**src/rtl/fifo_test_pkg.sv**
```systemverilog
// Shared definitions for the dual-clock test FIFO read and write engines.
package fifo_test_pkg;

    localparam int unsigned DATA_W_DEF = 8;
    localparam int unsigned CNT_W_DEF  = 16;
    localparam int unsigned SEQ_START  = 0;

    typedef enum logic [1:0] {
        ST_IDLE  = 2'd0,
        ST_READ  = 2'd1,
        ST_DRAIN = 2'd2
    } state_e;

endpackage

```
**src/rtl/fifo_seq_check.sv**
```systemverilog
// Burst sequence checker: tracks the expected word, flags mismatches and
// keeps a saturating error count.
module fifo_seq_check
    import fifo_test_pkg::*;
#(
    parameter int unsigned DATA_W = DATA_W_DEF,
    parameter int unsigned CNT_W  = CNT_W_DEF
) (
    input  logic              clk,
    input  logic              rst_n,
    input  logic              clr_i,
    input  logic              vld_i,
    input  logic [DATA_W-1:0] data_i,
    output logic              seq_err_o,
    output logic [CNT_W-1:0]  err_cnt_o
);

    localparam logic [DATA_W-1:0] START = DATA_W'(SEQ_START);

    logic [DATA_W-1:0] exp_q, exp_d;
    logic              err_q, err_d;
    logic [CNT_W-1:0]  cnt_q, cnt_d;

    // Expected value resyncs to the sampled word so a dropped word costs one error
    always_comb begin
        exp_d = exp_q;
        err_d = 1'b0;
        cnt_d = cnt_q;
        if (clr_i) begin
            exp_d = START;
        end else if (vld_i) begin
            err_d = (data_i != exp_q);
            exp_d = data_i + DATA_W'(1);
            if (err_d && (cnt_q != '1)) begin
                cnt_d = cnt_q + CNT_W'(1);
            end
        end
    end

    always_ff @(posedge clk or negedge rst_n) begin
        if (!rst_n) begin
            exp_q <= START;
            err_q <= 1'b0;
            cnt_q <= '0;
        end else begin
            exp_q <= exp_d;
            err_q <= err_d;
            cnt_q <= cnt_d;
        end
    end

    assign seq_err_o = err_q;
    assign err_cnt_o = cnt_q;

endmodule

```
**src/rtl/fifo_read.sv**
```systemverilog
// Read-side drain engine: waits for FIFO full, reads until empty, streams
// the words out and checks each burst counts up from zero.
module fifo_read
    import fifo_test_pkg::*;
#(
    parameter int unsigned DATA_W    = DATA_W_DEF,
    parameter bit          SHOWAHEAD = 1'b0,
    parameter int unsigned CNT_W     = CNT_W_DEF
) (
    input  logic              clk,
    input  logic              rst_n,
    input  logic              rdfull,
    input  logic              rdempty,
    input  logic [DATA_W-1:0] q,
    output logic              rdreq,
    output logic [DATA_W-1:0] dout,
    output logic              dout_vld,
    output logic              seq_err,
    output logic [CNT_W-1:0]  err_cnt,
    output logic              burst_done,
    output logic [CNT_W-1:0]  burst_len
);

    state_e            state_q, state_d;
    logic              drain_wait_q, drain_wait_d;
    logic              drain_last_c;
    logic              start_c;
    logic              done_c;
    logic              sample_c;
    logic              rdreq_q;
    logic              vld_q;
    logic              bdone_q;
    logic [DATA_W-1:0] dout_q, dout_d;
    logic [CNT_W-1:0]  wcnt_q, wcnt_d;
    logic [CNT_W-1:0]  blen_q, blen_d;

    // Non-look-ahead FIFOs still owe the last word one clock after the final read
    assign drain_last_c = SHOWAHEAD || drain_wait_q;

    always_ff @(posedge clk or negedge rst_n) begin
        if (!rst_n) begin
            state_q      <= ST_IDLE;
            drain_wait_q <= 1'b0;
        end else begin
            state_q      <= state_d;
            drain_wait_q <= drain_wait_d;
        end
    end

    // Empty wins over full, so a simultaneous full/empty never starts a burst
    always_comb begin
        state_d      = state_q;
        drain_wait_d = 1'b0;
        unique case (state_q)
            ST_IDLE:  if (rdfull && !rdempty) state_d = ST_READ;
            ST_READ:  if (rdempty) state_d = ST_DRAIN;
            ST_DRAIN: begin
                if (drain_last_c) state_d = ST_IDLE;
                else              drain_wait_d = 1'b1;
            end
            default:  state_d = ST_IDLE;
        endcase
    end

    always_comb begin
        rdreq   = 1'b0;
        start_c = 1'b0;
        done_c  = 1'b0;
        case (state_q)
            ST_IDLE:  start_c = rdfull && !rdempty;
            ST_READ:  rdreq   = !rdempty;
            ST_DRAIN: done_c  = drain_last_c;
            default:  ;
        endcase
    end

    assign sample_c = SHOWAHEAD ? rdreq : rdreq_q;

    always_comb begin
        wcnt_d = wcnt_q;
        blen_d = blen_q;
        dout_d = dout_q;
        if (start_c) begin
            wcnt_d = '0;
        end else if (rdreq && (wcnt_q != '1)) begin
            wcnt_d = wcnt_q + CNT_W'(1);
        end
        if (sample_c) dout_d = q;
        if (done_c)   blen_d = wcnt_q;
    end

    always_ff @(posedge clk or negedge rst_n) begin
        if (!rst_n) begin
            rdreq_q <= 1'b0;
            vld_q   <= 1'b0;
            bdone_q <= 1'b0;
            dout_q  <= '0;
            wcnt_q  <= '0;
            blen_q  <= '0;
        end else begin
            rdreq_q <= rdreq;
            vld_q   <= sample_c;
            bdone_q <= done_c;
            dout_q  <= dout_d;
            wcnt_q  <= wcnt_d;
            blen_q  <= blen_d;
        end
    end

    fifo_seq_check #(
        .DATA_W (DATA_W),
        .CNT_W  (CNT_W)
    ) u_seq_check (
        .clk       (clk),
        .rst_n     (rst_n),
        .clr_i     (start_c),
        .vld_i     (sample_c),
        .data_i    (q),
        .seq_err_o (seq_err),
        .err_cnt_o (err_cnt)
    );

    assign dout       = dout_q;
    assign dout_vld   = vld_q;
    assign burst_done = bdone_q;
    assign burst_len  = blen_q;

endmodule

```
**config.mk**
```make
export PLATFORM = sky130hd
export DESIGN_NAME = fifo_read
export DESIGN_NICKNAME = d
export VERILOG_FILES = /design/src/rtl/fifo_test_pkg.sv /design/src/rtl/fifo_seq_check.sv /design/src/rtl/fifo_read.sv
export SDC_FILE = /design/constraint.sdc
export NUM_CORES = 1
export LEC_CHECK = 0
export ABC_AREA = 1
export CORE_MARGIN = 2
export CORE_UTILIZATION = 30
export DETAILED_ROUTE_END_ITERATION = 10
export PLACE_DENSITY = 0.52
export SETUP_SLACK_MARGIN = 0.1
export SYNTH_ARGS = -nofsm -noshare
export SYNTH_HDL_FRONTEND = slang
export SYNTH_SLANG_ARGS = --single-unit
export TNS_END_PERCENT = 10
```
**constraint.sdc**
```tcl
create_clock -name clk -period 4 [get_ports clk]
set_input_delay 0.6 -clock clk [delete_from_list [all_inputs] [get_ports clk]]
set_output_delay 0.6 -clock clk [all_outputs]
set_load 0.005 [all_outputs]
```
After elaboration in Yosys (flattened, before gate mapping). Index checks and enable logic that the tools add are counted. W data, S select, Z words.

Add/sub/neg operators: 3. Multipliers: 0. Divide/modulo/power cells: 0. Order comparisons: 0. Equality and inequality tests: 8. Shift operators: 0. Mux-type cells: 15. Bitwise logic cells: 1. Reduce and logical (&&, ||, !) cells: 9.

Operators by type and width (number): $add A16 B1 Y16 const B (2); $mux W16 (2); $ne A16 B16 Y1 const B (2); $mux W8 (2); $add A8 B1 Y8 const B (1); $ne A8 B8 Y1 (1); $mux W1 (7); $mux W2 (3); $ne A2 B2 Y1 const B (3); $pmux W2 S3 (1); $reduce_and A3 Y1 (2); $reduce_bool A2 Y1 (2); $logic_and A1 B1 Y1 (3); $eq A2 B1 Y1 const B (1); $eq A2 B2 Y1 const B (1); $logic_not A2 Y1 (1); $logic_not A1 Y1 (1); $not A1 Y1 (1).

Flip-flop bits (word level): 71. Bits in latches: 0. RAM bits: 0. Memory bits (read-only): 0. Input bits: 12. Output and inout bits: 44. Word-level logic and storage cells: 47. Memories kept: 0.

Depth between registers and ports, before layout. Gate-level depths: netlist of run 1.

Depth in word-level cells: 5. Gate-level depth with buffers: 11. Gate-level depth less buffers: 10.

By module. Synthesis of run 1 repeated with hierarchy kept, for this count alone.

Cell total of the unflattened synthesis: 492. Area, all modules: 3848.7 um^2.

By module, submodules not included: fifo_read (times used 1, cells each 243, area an instance 2158.3 um^2, seq. area each 1151.1 um^2); fifo_seq_check (times used 1, cells each 249, area an instance 1690.4 um^2, seq. area each 625.6 um^2).

Worst setup path after synthesis of run 1. OpenSTA, ideal clock, no wires.

Path type: input to register. Start: input q[5]. End: register u_seq_check.cnt_q[2], in the netlist u_seq_check.err_cnt_o[2]. Setup time: 0.117 ns. Arrival: 1.330 ns. Required time: 3.883 ns. Slack: 2.553 ns. Cell stages on the path: 11. Path buffers: 1. Path through: inv_2 nand2_1 nand2_1 inv_2 nand2_1 nor2_1 nand2_1 nand3_4 buf_8 nand2_1 nand2_1.

Longest elaborated chain between the ends: 3.

Ends and longest elaborated chain: from (decl) (line fifo_read.sv:14) `input logic [DATA_W-1:0] q,`; $ne A8 B8 Y1 (line fifo_seq_check.sv:32) `err_d = (data_i != exp_q);`; $logic_and A1 B1 Y1 (line fifo_seq_check.sv:34) `if (err_d && (cnt_q != '1)) begin`; $reduce_and A3 Y1 (no source line); to (signal assigned) (line fifo_seq_check.sv:48) `cnt_q <= cnt_d;`; to (decl) (line fifo_seq_check.sv:22) `logic [CNT_W-1:0] cnt_q, cnt_d;`.

No other way between the ends. A chain may end at the register's enable or synchronous reset.

Worst setup path after layout of run 1.
Start: input rdempty. End: output rdreq.

Longest elaborated chain between the ends: 2.

Ends and longest elaborated chain: from (decl) (line fifo_read.sv:13) `input logic rdempty,`; $logic_not A1 Y1 (line fifo_read.sv:71) `ST_READ: rdreq = !rdempty;`; $mux W1 (line fifo_read.sv:69) `case (state_q)`; to (decl) (line fifo_read.sv:15) `output logic rdreq,`.

No other way between the ends.

==> results of run 1 <==
[layout by cell type (no fill, tap or decap), types with 3 or more instances in the layout]
| cell type | n |
|---|---|
| sky130_fd_sc_hd__clkdlybuf4s50_1 | 54 |
| sky130_fd_sc_hd__inv_2 | 13 |
| sky130_fd_sc_hd__nor2_1 | 40 |
| sky130_fd_sc_hd__xor2_1 | 7 |
| sky130_fd_sc_hd__nand3_1 | 27 |
| sky130_fd_sc_hd__clkbuf_16 | 9 |
| sky130_fd_sc_hd__dfrtp_1 | 71 |
| sky130_fd_sc_hd__o21ai_0 | 34 |
| sky130_fd_sc_hd__xnor2_1 | 4 |
| sky130_fd_sc_hd__nor2_4 | 4 |
| sky130_fd_sc_hd__inv_1 | 38 |
| sky130_fd_sc_hd__nor2_2 | 4 |
| sky130_fd_sc_hd__o21ai_1 | 5 |
| sky130_fd_sc_hd__o22ai_1 | 5 |
| sky130_fd_sc_hd__a21oi_1 | 5 |
| sky130_fd_sc_hd__ha_1 | 3 |
| sky130_fd_sc_hd__nand2_1 | 162 |
| sky130_fd_sc_hd__bufinv_16 | 3 |
| sky130_fd_sc_hd__nand4_1 | 23 |
| sky130_fd_sc_hd__o21ai_2 | 10 |
[stage by stage]
| stage | cells | instance area [µm²] |
|---|---|---|
| after floorplan | 480 | 3740 |
| after detailed placement | 693 | 4440 |
| after global routing | 709 | 4800 |
| after CTS | 709 | 4800 |
| final | 709 | 4800 |
| after global placement | 693 | 4440 |
[critical path: stages]
cell	delay [ns]
sky130_fd_sc_hd__clkdlybuf4s50_1	0.47
sky130_fd_sc_hd__nor2_4	0.22
sky130_fd_sc_hd__clkdlybuf4s50_1	0.53
[flip-flops by register name, indices dropped and copies added (netlist names)]
| name | count |
|---|---|
| burst_done | 1 |
| u_seq_check.seq_err_o | 1 |
| dout_vld | 1 |
| u_seq_check.exp_q | 8 |
| wcnt_q | 16 |
| burst_len | 16 |
| state_q | 2 |
| rdreq_q | 1 |
| dout | 8 |
| u_seq_check.err_cnt_o | 16 |
| drain_last_c | 1 |
[how the worst min path moves through the flow]
stage	endpoint	slack, ns	depth (start not counted)
finish	dout[5]$_DFFE_PN0P_	0.35	1
global placement	dout_vld$_DFF_PN0_	0.41	0
detailed placement	dout_vld$_DFF_PN0_	0.41	0
global route	dout[7]$_DFFE_PN0P_	0.41	1
CTS	dout[5]$_DFFE_PN0P_	0.37	1
floorplan	burst_done$_DFF_PN0_	0.30	0
[kinds of logic after synthesis]
group                      count (synthesis)  synth area share [%]
xor gates and xnor gates                  11                  2.58
and+or+nand+nor                          271                  32.4
DFF                                       71                  47.5
buffers and inverters                     62                  6.86
adders and majority gates                  3                  1.00
AOI/OAI and AO/OA                         62                  9.63
[power by group]
group	switching, µW	internal, µW	total [µW]
Combinational	329	330	659
Clock	307	643	950
Sequential	128	893	1020
[metal layers]
metal	global-route usage [%]	vias up	wire, µm
met1	17.6	1519	4090
met5	0	-	0
met4	3.89	0	69
li1	-	1668	-
met2	25.5	58	4610
met3	2.93	5	299
[layout make-up]
type                    instances  area, µm²
fillers                      1278       7320
flip-flops and latches         71       1780
multi-input cells             347       1710
repair buffers                 56        553
clock buffers                  11        253
well taps                     168        210
inverters                      51        191
clock inverters                 5        104
==> impl_summary.md, run 1 <==
Run status
The flow ran to the end, and the final reports show no timing, DRC or antenna violations.

Drt
The detailed-route DRC error count is 0. The first detailed-routing pass took 4 iterations. Dividing the detail-routed via count by the number of cells gives 4.58. The total wire length is 9070 µm. The total number of vias is 3250. The number of nets with antenna violations after detailed routing is 0. The number of DRC markers after the initial detailed-route iteration is 131. Dividing the detail-routed wire length by the instance count gives around 13 µm.

Floorplanning
The die footprint is roughly 13000 µm². The region available for standard cell placement spans between 10000 and 15000 µm². The initial core utilization is between 30% and 40%.

The floorplan row count is 40. The die extent in y is 116 µm. During I/O placement, the number of pins put on the boundary was 56.

The floorplan step set the die width to ~120 µm.

Synth
The most frequently used cell type in the post-synthesis netlist is sky130_fd_sc_hd__nand2_1. The number of register bits inferred by synthesis is 71. The total nets after synthesis is 495. In this run, synthesis inferred 0 flip-flops with an integrated enable. The share of synthesized registers carrying an async set or reset is 100%.

In the post-synthesis netlist, the biggest area contributors are sky130_fd_sc_hd__dfrtp_1, sky130_fd_sc_hd__nand2_1, sky130_fd_sc_hd__o21ai_0, sky130_fd_sc_hd__nor2_1, sky130_fd_sc_hd__nand4_1. The leading register cell type out of synthesis is sky130_fd_sc_hd__dfrtp_1. sky130_fd_sc_hd__dfrtp_1 takes more of the synthesized area than any other cell. The Yosys step of the flow raised 0 warnings. Ranked by instance count, the synthesized netlist is headed by sky130_fd_sc_hd__nand2_1, sky130_fd_sc_hd__dfrtp_1, sky130_fd_sc_hd__nor2_1, sky130_fd_sc_hd__inv_1, sky130_fd_sc_hd__o21ai_0.

The netlist uses 32 different library cells. The top cell type's share of synthesized area is between 40% and 50%. The mapped netlist covers 3740 µm². Averaged over all synthesized cells, the footprint is 7.79 µm². After technology mapping, the gate count stands at 480. The share of the yosys chip area belonging to registers is 47.5%.

Clock network
The clock reaches the later pin of the worst-skew pair after 0.33 ns. The post-cts hold buffer count is 0. The tree is rooted in a sky130_fd_sc_hd__clkbuf_16.

The clock-pin transition on the worst setup and hold timing paths is 0.06 ns. The post-CTS resize count is 0. The clock tree from TritonCTS is built. The clock net in this run drives a total of 71 sinks.

The clock passes through at most 2 buffers. CTS built an H-tree with a depth of 3. The count of buffers added by post-CTS timing repair for setup is 0. In this run, CTS created clock tree buffers numbering 9.

Cells and area
The fraction of the core area covered by cells at the end of the flow is 39.6%. Compared with the post-synthesis result, the final layout area differs by 28.2%. The share of post-route cells with drive strength above 1 is 10.4%.

The number of antenna diodes in the final layout is 0. The number of nets in the final layout is about 550.

Timing
Setup violations remaining at the end of the flow were counted as 0. Setup repair after global routing left no endpoint under its margin. The smallest setup slack after layout is around 1.6 ns. The final-report max-slew violation count is 0.

After routing, the total negative slack on setup checks comes to 0 ns. On the final layout, the worst hold slack is 0.348 ns. For this run, the top clock speed supported by timing is 412 MHz.

The final number of hold-violating endpoints is 0. The relative slew slack is 40.9%. Counting I/O delays and the setup requirement, the final critical path takes around 2.4 ns. After layout, the worst path uses 60.6% of the clock period. The clock tree skew after final layout is 0.00650 ns. For the pin with the worst max-slew slack, the measured transition is 0.887 ns.

Flow run
The tool flagged a number of max-cap violations equal to 0.

Global routing
The global-route wire length before repair is 15500 µm. The via count of the first global-routing pass is around 3300. After global routing the overflow that remains totals 0. The maximum number of pins on one net before global-route repair is 39. Global routing used 14.3% of the available tracks. The initial antenna violation count was 0.

Place
OpenSTA, run right after detailed placement, puts the worst setup slack at 1.42 ns. The global placer's final weighted congestion is roughly 0.81. The count of input and output buffers is 55. Detailed placement finished with a half-perimeter wire length of approximately 6500 µm.

Pwr
In this run the static leakage power is 0.00218 µW. The maximum vdd ir drop is ~0.25 mV. The design draws 2630 µW.

The power density over the cells is 548 nW/µm².

Critical path
The worst register-to-register path has a depth of 9. The worst register-to-register path begins at wcnt_q[0]$_DFFE_PN0P_. The data required time of the critical path is 3.40 ns. The worst endpoint data arrival time is 1.83 ns. The endpoint identified for the worst register-to-register timing path is wcnt_q[15]$_DFFE_PN0P_. STA classifies the critical path startpoint as a primary input. In this run the worst path has a maximum fanout of 6. The slack of the worst reg-to-reg path is 1.90 ns. The most critical setup path has its startpoint at rdempty. The endpoint kind of the worst setup timing path is a primary output. The critical path ends at rdreq. The critical path is of the in2out type.

Min path
The type of the most critical hold path is in2async.
No activity file was read; power rests on OpenSTA's default activity.
==> run 2, diff against run 1 <==
clock period = 2.5 ns   (was 4 ns; I/O delays follow)
==> run 2 against run 1 <==
Compared with the run above: wire length is 1.2% lower; first-iteration DRC count increased by 37%; combinational power grew 64%; global-route usage hardly changed; utilization unchanged; final cell count rose by 0.99%; via count up 0.89%; power grew 52%; hold slack lost 0.30 ns; non-clock buffer count is 7 higher; flip-flop and latch count is the same; register-to-register slack lost 1.2 ns; critical path type is now reg2out.
==> impl_summary.md, run 2 (synthesis gave the netlist of run 1 again) <==
Floorplanning
The die footprint came to 13400 µm² (unchanged). The I/O pin count was 56 (unchanged). The floorplan row count came to 40 (unchanged). The die extent in y is 116 µm (unchanged). The core footprint is 12100 µm² (unchanged).

The width of the die is 116 µm (unchanged). The initial core utilization is 30.9% (unchanged).

Timing
The smallest setup slack after layout was 0.519 ns (was 1.57 ns). The clock tree skew after final layout is 0.00815 ns (was 0.00650 ns). The smallest hold slack came to 0.0504 ns (was 0.348 ns). The final number of hold-violating endpoints is 0 (unchanged). The final-report max-slew violation count came to 0 (unchanged).

Dividing the final minimum period by the clock period gives roughly four fifths. The setup violation total in the final timing report came to 0 (unchanged). The actual slew at the worst max-slew pin is 0.607 ns (was 0.887 ns).

The clock period minus final worst setup slack is roughly 2.0 ns. The relative slew slack came to 59.6% (was 40.9%). Unrepaired setup endpoints after global routing: false (unchanged). The setup TNS came to 0 ns (unchanged). Timing would allow up to 505 MHz.

Cells and area
The count of antenna diodes in the layout is 0 (unchanged). The number of nets in the final layout is 558 (was 551). Commonest non-fill, non-tap cells in the layout: sky130_fd_sc_hd__nand2_1, sky130_fd_sc_hd__dfrtp_1, sky130_fd_sc_hd__clkdlybuf4s50_1 (unchanged). The share of post-route cells with drive strength above 1 is 11.1% (was 10.4%). The footprint of the multi-input gates is 1710 µm² (unchanged). The fill cell instance count of the final layout is 1246 (was 1278). The post-route cell area is 4800 µm² (unchanged). The layout overhead on the synthesized area was 28.2% (unchanged). The area used by sequential logic in the layout is 1780 µm² (unchanged). The most common cell after layout, fill and taps aside is sky130_fd_sc_hd__nand2_1 (unchanged).

Critical path
The class of the most critical setup path is reg2out (was in2out). The endpoint kind of the worst setup timing path is a primary output (unchanged). CP cell instances: inv_1, nand2_1, nor2_4, clkdlybuf4s50_1 (was clkdlybuf4s50_1, nor2_4, clkdlybuf4s50_1). The startpoint type of the worst setup path is a register (was primary input).

The worst endpoint data arrival time came to 1.61 ns (was 1.83 ns). The data required time of the critical path came to 2.12 ns (was 3.40 ns). The longest individual stage delay on the worst path is 0.53 ns (about the same).

The largest driver fanout on the critical path is 6 (unchanged). The standard cell with the maximum stage delay on the critical path is sky130_fd_sc_hd__clkdlybuf4s50_1 (unchanged).

Clock network
The clock latency reported for the late side of the worst-skew pair is 0.33 ns (about the same). The number of buffers on the longest clock path is 2 (unchanged). The number of buffers created by CTS is 9 (unchanged). The post-cts hold buffer count is 0 (unchanged). The CTS sink count came to 71 (unchanged). The clock tree from TritonCTS is built (unchanged).

The total number of H-tree levels is 3 (unchanged). The count of buffers added by post-CTS timing repair for setup is 0 (unchanged). The post-CTS resize count is 0 (unchanged). The clock-pin transition on the worst setup and hold timing paths is 0.06 ns (about the same). The CTS root buffer is sky130_fd_sc_hd__clkbuf_16 (unchanged).

Drt
The average wire length per cell after detail routing was 12.5 µm (was 12.8 µm). The number of DRC markers after the initial detailed-route iteration is 180 (was 131). The number of nets with antenna violations after detailed routing is 0 (unchanged). The average via count per standard cell was 4.58 (about the same).

The total wire length is 8960 µm (was 9070 µm). The iteration count of the initial detailed-routing pass is 4 (unchanged). The total number of vias is 3279 (was 3250). The detailed-route DRC error count is 0 (unchanged).

Min path
The type of the most critical hold path is in2async (unchanged).

Run status
Run status: completed (unchanged).

Global routing
The global-route wire length before repair is 15300 µm (was 15500 µm). The maximum number of pins on one net before global-route repair is 48 (was 39). The global routing usage summed across all routing layers is 14.3% (about the same). The initial antenna violation count is 0 (unchanged). The via count of the first global-routing pass is 3259 (was 3257).

The residual overflow from global routing is 0 (unchanged).

Pwr
The overall power consumption came to 3990 µW (was 2630 µW). The maximum vdd ir drop is 0.314 mV (was 0.249 mV). The static leakage power came to 0.00218 µW (about the same). The power density over the cells is 832 nW/µm² (was 548 nW/µm²).

Place
The area after detailed placement was 4500 µm² (was 4440 µm²). The total half-perimeter wirelength after legalization and detailed placement is 6540 µm (about the same). The count of input and output buffers was 55 (unchanged). The global placer's final weighted congestion is 0.846 (was 0.809). The pre-CTS worst setup slack came to 0.420 ns (was 1.42 ns).

Flow run
The number of maximum-capacitance constraint violations is 0 (unchanged).
run 2: stage by stage:
step	util (%)	instances
after global placement	37.2	700
after CTS	39.6	716
after global routing	39.6	716
final	39.6	716
after detailed placement	37.2	700
after floorplan	-	480
run 2: area by class of cell:
class                   count  area share, %
multi-input cells         347           35.6
clock inverters             4          0.939
clock buffers              12           5.14
well taps                 168           4.38
inverters                  51           3.99
flip-flops and latches     71           37.0
repair buffers             63           12.9
run 2: worst max-delay path, delay by kind of cell, from the launching register on:
family / cells / cell delay (ns)
buffers and inverters: 2 / 0.62
flip-flops: 1 / 0.38
AND/OR/NAND/NOR: 2 / 0.28
run 2: worst paths after layout:
kind                                                 startpoint                                    end  slack (ns)  depth (start not counted)
max                                      state_q[1]$_DFFE_PN0P_                                  rdreq        0.52                          4
min                                                       rst_n                    dout[6]$_DFFE_PN0P_        0.05                          1
min reg2reg                                   rdreq_q$_DFF_PN0_                     dout_vld$_DFF_PN0_        0.42                          0
max reg2reg                u_seq_check.err_cnt_o[1]$_DFFE_PN0P_  u_seq_check.err_cnt_o[12]$_DFFE_PN0P_        0.71                          7
max in group asynchronous                                 rst_n               burst_len[8]$_DFFE_PN0P_        1.79                          2
min in group clk                              rdreq_q$_DFF_PN0_                     dout_vld$_DFF_PN0_        0.42                          0
run 2: power breakdown:
group          internal [µW]  switching, µW
Clock                    796            484
Sequential              1430            199
Combinational            554            530
run 2: layer usage:
metal	share of wire [%]	global-route usage, %	vias to the layer above	wire length, µm
met1	46	18.0	1517	4100
met5	0	0	-	0
met4	1.4	4.37	0	129
li1	-	-	1686	-
met2	49	24.5	66	4350
met3	4.2	3.45	10	376
==> run 3, diff against run 2 <==
clock period = 1.99 ns   (was 2.5 ns; I/O delays follow)
==> run 3 against run 2 <==
Compared with the run above: flip-flop and latch count did not move; hold slack improved by 0.37 ns; first-iteration DRC count rose by 4.4%; sequential share of layout area fell by 1.1 points; clock skew fell by 0.0013 ns; design area rose by 3.0%; final cell count rose by 0.98%; setup slack got worse by 0.35 ns; combinational power rose by 31%; register-to-register slack got worse by 0.46 ns; non-clock buffer count rose by 7; critical endpoint unchanged; largest power group unchanged; highest routed layer unchanged.
==> impl_summary.md, run 3 (synthesis gave the netlist of run 1 again) <==
Cells and area
The most common cell after layout, fill and taps aside is sky130_fd_sc_hd__nand2_1 (unchanged). The number of nets in the final layout is 565 (was 558). The post-route cell area came to 4940 µm² (was 4800 µm²). The count of non-filler cells in the finished layout is 723 (was 716). The fill cell instance count of the final layout is 1248 (was 1246). Commonest non-fill, non-tap cells in the layout: sky130_fd_sc_hd__nand2_1, sky130_fd_sc_hd__dfrtp_1, sky130_fd_sc_hd__clkdlybuf4s50_1 (unchanged). The count of antenna diodes in the layout is 0 (unchanged).

The fraction of the core area covered by cells at the end of the flow is 40.8% (was 39.6%). The share of post-route cells with drive strength above 1 was 12.4% (was 11.1%). The layout overhead on the synthesized area came to 32.0% (was 28.2%).

Critical path
The number of cell instances on the worst register-to-register path came to 7 (unchanged). The endpoint kind of the worst setup timing path is a primary output (unchanged). The worst endpoint data arrival time was 1.52 ns (was 1.61 ns). The largest driver fanout on the critical path is 3 (was 6). The startpoint type of the worst setup path is a register (unchanged).

The class of the most critical setup path is reg2out (unchanged). The startpoint of the worst-slack reg-to-reg timing path is u_seq_check.err_cnt_o[1]$_DFFE_PN0P_ (unchanged). The slack of the worst reg-to-reg path is 0.25 ns (was 0.71 ns). The data required time of the critical path was 1.69 ns (was 2.12 ns). The worst flop-to-flop path endpoint is u_seq_check.err_cnt_o[11]$_DFFE_PN0P_ (was u_seq_check.err_cnt_o[12]$_DFFE_PN0P_).

Drt
The total number of vias is 3367 (was 3279). The total wire length is 9280 µm (was 8960 µm). The detailed-route DRC error count came to 0 (unchanged).

The number of nets with antenna violations after detailed routing came to 0 (unchanged). The average wire length per cell after detail routing was 12.8 µm (was 12.5 µm). The iteration count of the initial detailed-routing pass is 4 (unchanged). The number of DRC markers after the initial detailed-route iteration is 188 (was 180). The average via count per standard cell is 4.66 (was 4.58).

Floorplanning
The width of the die is 116 µm (unchanged). The floorplan row count is 40 (unchanged). The core footprint is 12100 µm² (unchanged). The I/O pin count is 56 (unchanged). The initial core utilization is 30.9% (unchanged). The die footprint is 13400 µm² (unchanged).

The die extent in y is 116 µm (unchanged).

Run status
Run status: completed (unchanged).

Timing
The final number of hold-violating endpoints came to 0 (unchanged). The setup violation total in the final timing report is 0 (unchanged). Unrepaired setup endpoints after global routing: false (unchanged). The relative slew slack is 63.8% (was 59.6%). Counting I/O delays and the setup requirement, the final critical path takes 1.82 ns. The clock tree skew after final layout is 0.00686 ns (was 0.00815 ns). The highest achievable clock rate is approximately 550 MHz. The post-route fraction of the period consumed by the critical path is 91.6%. The setup TNS came to 0 ns (unchanged).

The final-report max-slew violation count is 0 (unchanged). The actual slew at the worst max-slew pin was 0.543 ns (was 0.607 ns). The smallest hold slack is 0.424 ns (was 0.0504 ns).

Clock network
The number of buffers on the longest clock path is 2 (unchanged). The clock-pin transition on the worst setup and hold timing paths is 0.06 ns (about the same). The CTS root buffer is sky130_fd_sc_hd__clkbuf_16 (unchanged). The CTS sink count was 71 (unchanged). The number of buffers created by CTS is 9 (unchanged).

The clock tree from TritonCTS was built (unchanged). The clock latency reported for the late side of the worst-skew pair is 0.33 ns (about the same). The total number of H-tree levels is 3 (unchanged).

Global routing
The via count of the first global-routing pass was 3299 (was 3259). The global routing usage summed across all routing layers came to 14.9% (was 14.3%). The residual overflow from global routing came to 0 (unchanged). The initial antenna violation count is 0 (unchanged). The global-route wire length before repair was 15600 µm (was 15300 µm). The maximum number of pins on one net before global-route repair came to 43 (was 48).

Place
The placed cell count is 705 (was 700). The total half-perimeter wirelength after legalization and detailed placement was 6680 µm (was 6540 µm). The area after detailed placement is 4540 µm² (was 4500 µm²). The count of input and output buffers is 55 (unchanged). The global placer's final weighted congestion came to 0.808 (was 0.846).

Min path
The worst hold path terminates at dout_vld$_DFF_PN0_. The hold path startpoint is rdreq_q$_DFF_PN0_. The number of instances on the worst hold path is 0.

The type of the most critical hold path was reg2reg (was in2async).

Pwr
The maximum vdd ir drop is 0.433 mV (was 0.314 mV). The power density over the cells was 1110 nW/µm² (was 832 nW/µm²). The static leakage power is 0.00225 µW (was 0.00218 µW).

Flow run
The number of maximum-capacitance constraint violations was 0 (unchanged).
[run 3: cell count changes in the layout (fill, tap and decap cells not counted), sizes merged]
cell / before / now
buf: 9 / 15
bufinv: 1 / 4
clkbuf: 12 / 11
clkinv: 3 / 0
clkinvlp: 0 / 1
dlygate4sd3: 0 / 1
[run 3: repair_timing]
| action | 4_1_cts | 5_1_grt |
|---|---|---|
| setup endpoints to repair | 1 | 0 |
| hold endpoints to repair | 21 | 0 |
| buffers inserted | 1 | 0 |
| hold buffers | 1 | 0 |
| resized for setup | 0 | 0 |
[run 3: final cells by class]
class / instances / area [µm²] / share of cell area [%]
clock buffer: 11 / 253 / 5.12
tap: 168 / 210 / 4.26
sequential: 71 / 1780 / 36.0
clock inverter: 5 / 128 / 2.58
inverter: 51 / 191 / 3.88
multi-input combinational: 347 / 1710 / 34.6
timing repair buffer: 70 / 673 / 13.6
[run 3: routing by layer]
layer,routed length (µm),GRT usage (%),up-vias
li1,-,-,1702
met1,4200,18.8,1597
met2,4700,25.0,59
met3,305,3.77,9
met4,81,4.84,0
met5,0,0,-
[run 3: report_power, final]
group          switching (µW)  leakage, µW  internal (µW)  total [µW]
registers                 242     0.000959           1790        2040
logic                     686      0.00111            723        1410
clock network             623     0.000182           1420        2040
[run 3: how the worst max path moves through the flow]
stage	start	to	cells past startpoint
after detailed placement	q[0]	u_seq_check.err_cnt_o[11]$_DFFE_PN0P_	8
final	state_q[1]$_DFFE_PN0P_	rdreq	4
after CTS	state_q[1]$_DFFE_PN0P_	rdreq	4
after global placement	q[0]	u_seq_check.err_cnt_o[14]$_DFFE_PN0P_	8
after floorplan	u_seq_check.err_cnt_o[0]$_DFFE_PN0P_	u_seq_check.err_cnt_o[2]$_DFFE_PN0P_	7
after global routing	u_seq_check.err_cnt_o[1]$_DFFE_PN0P_	u_seq_check.err_cnt_o[12]$_DFFE_PN0P_	7
[run 3: critical path, stage by stage (launching register included)]
cell	delay, ns
sky130_fd_sc_hd__dfrtp_1	0.37
sky130_fd_sc_hd__inv_1	0.08
sky130_fd_sc_hd__nand2_1	0.10
sky130_fd_sc_hd__nor2_4	0.13
sky130_fd_sc_hd__clkdlybuf4s50_1	0.50
[run 3: through the flow]
stage / setup slack, ns / power [µW]
3_3_place_gp: 0.122 / 3460
4_1_cts: 0.158 / 5560
3_5_place_dp: 0.0886 / 3480
5_1_grt: 0.104 / 5830
2_1_floorplan: 0.555 / 2730
6_report: 0.168 / 5490
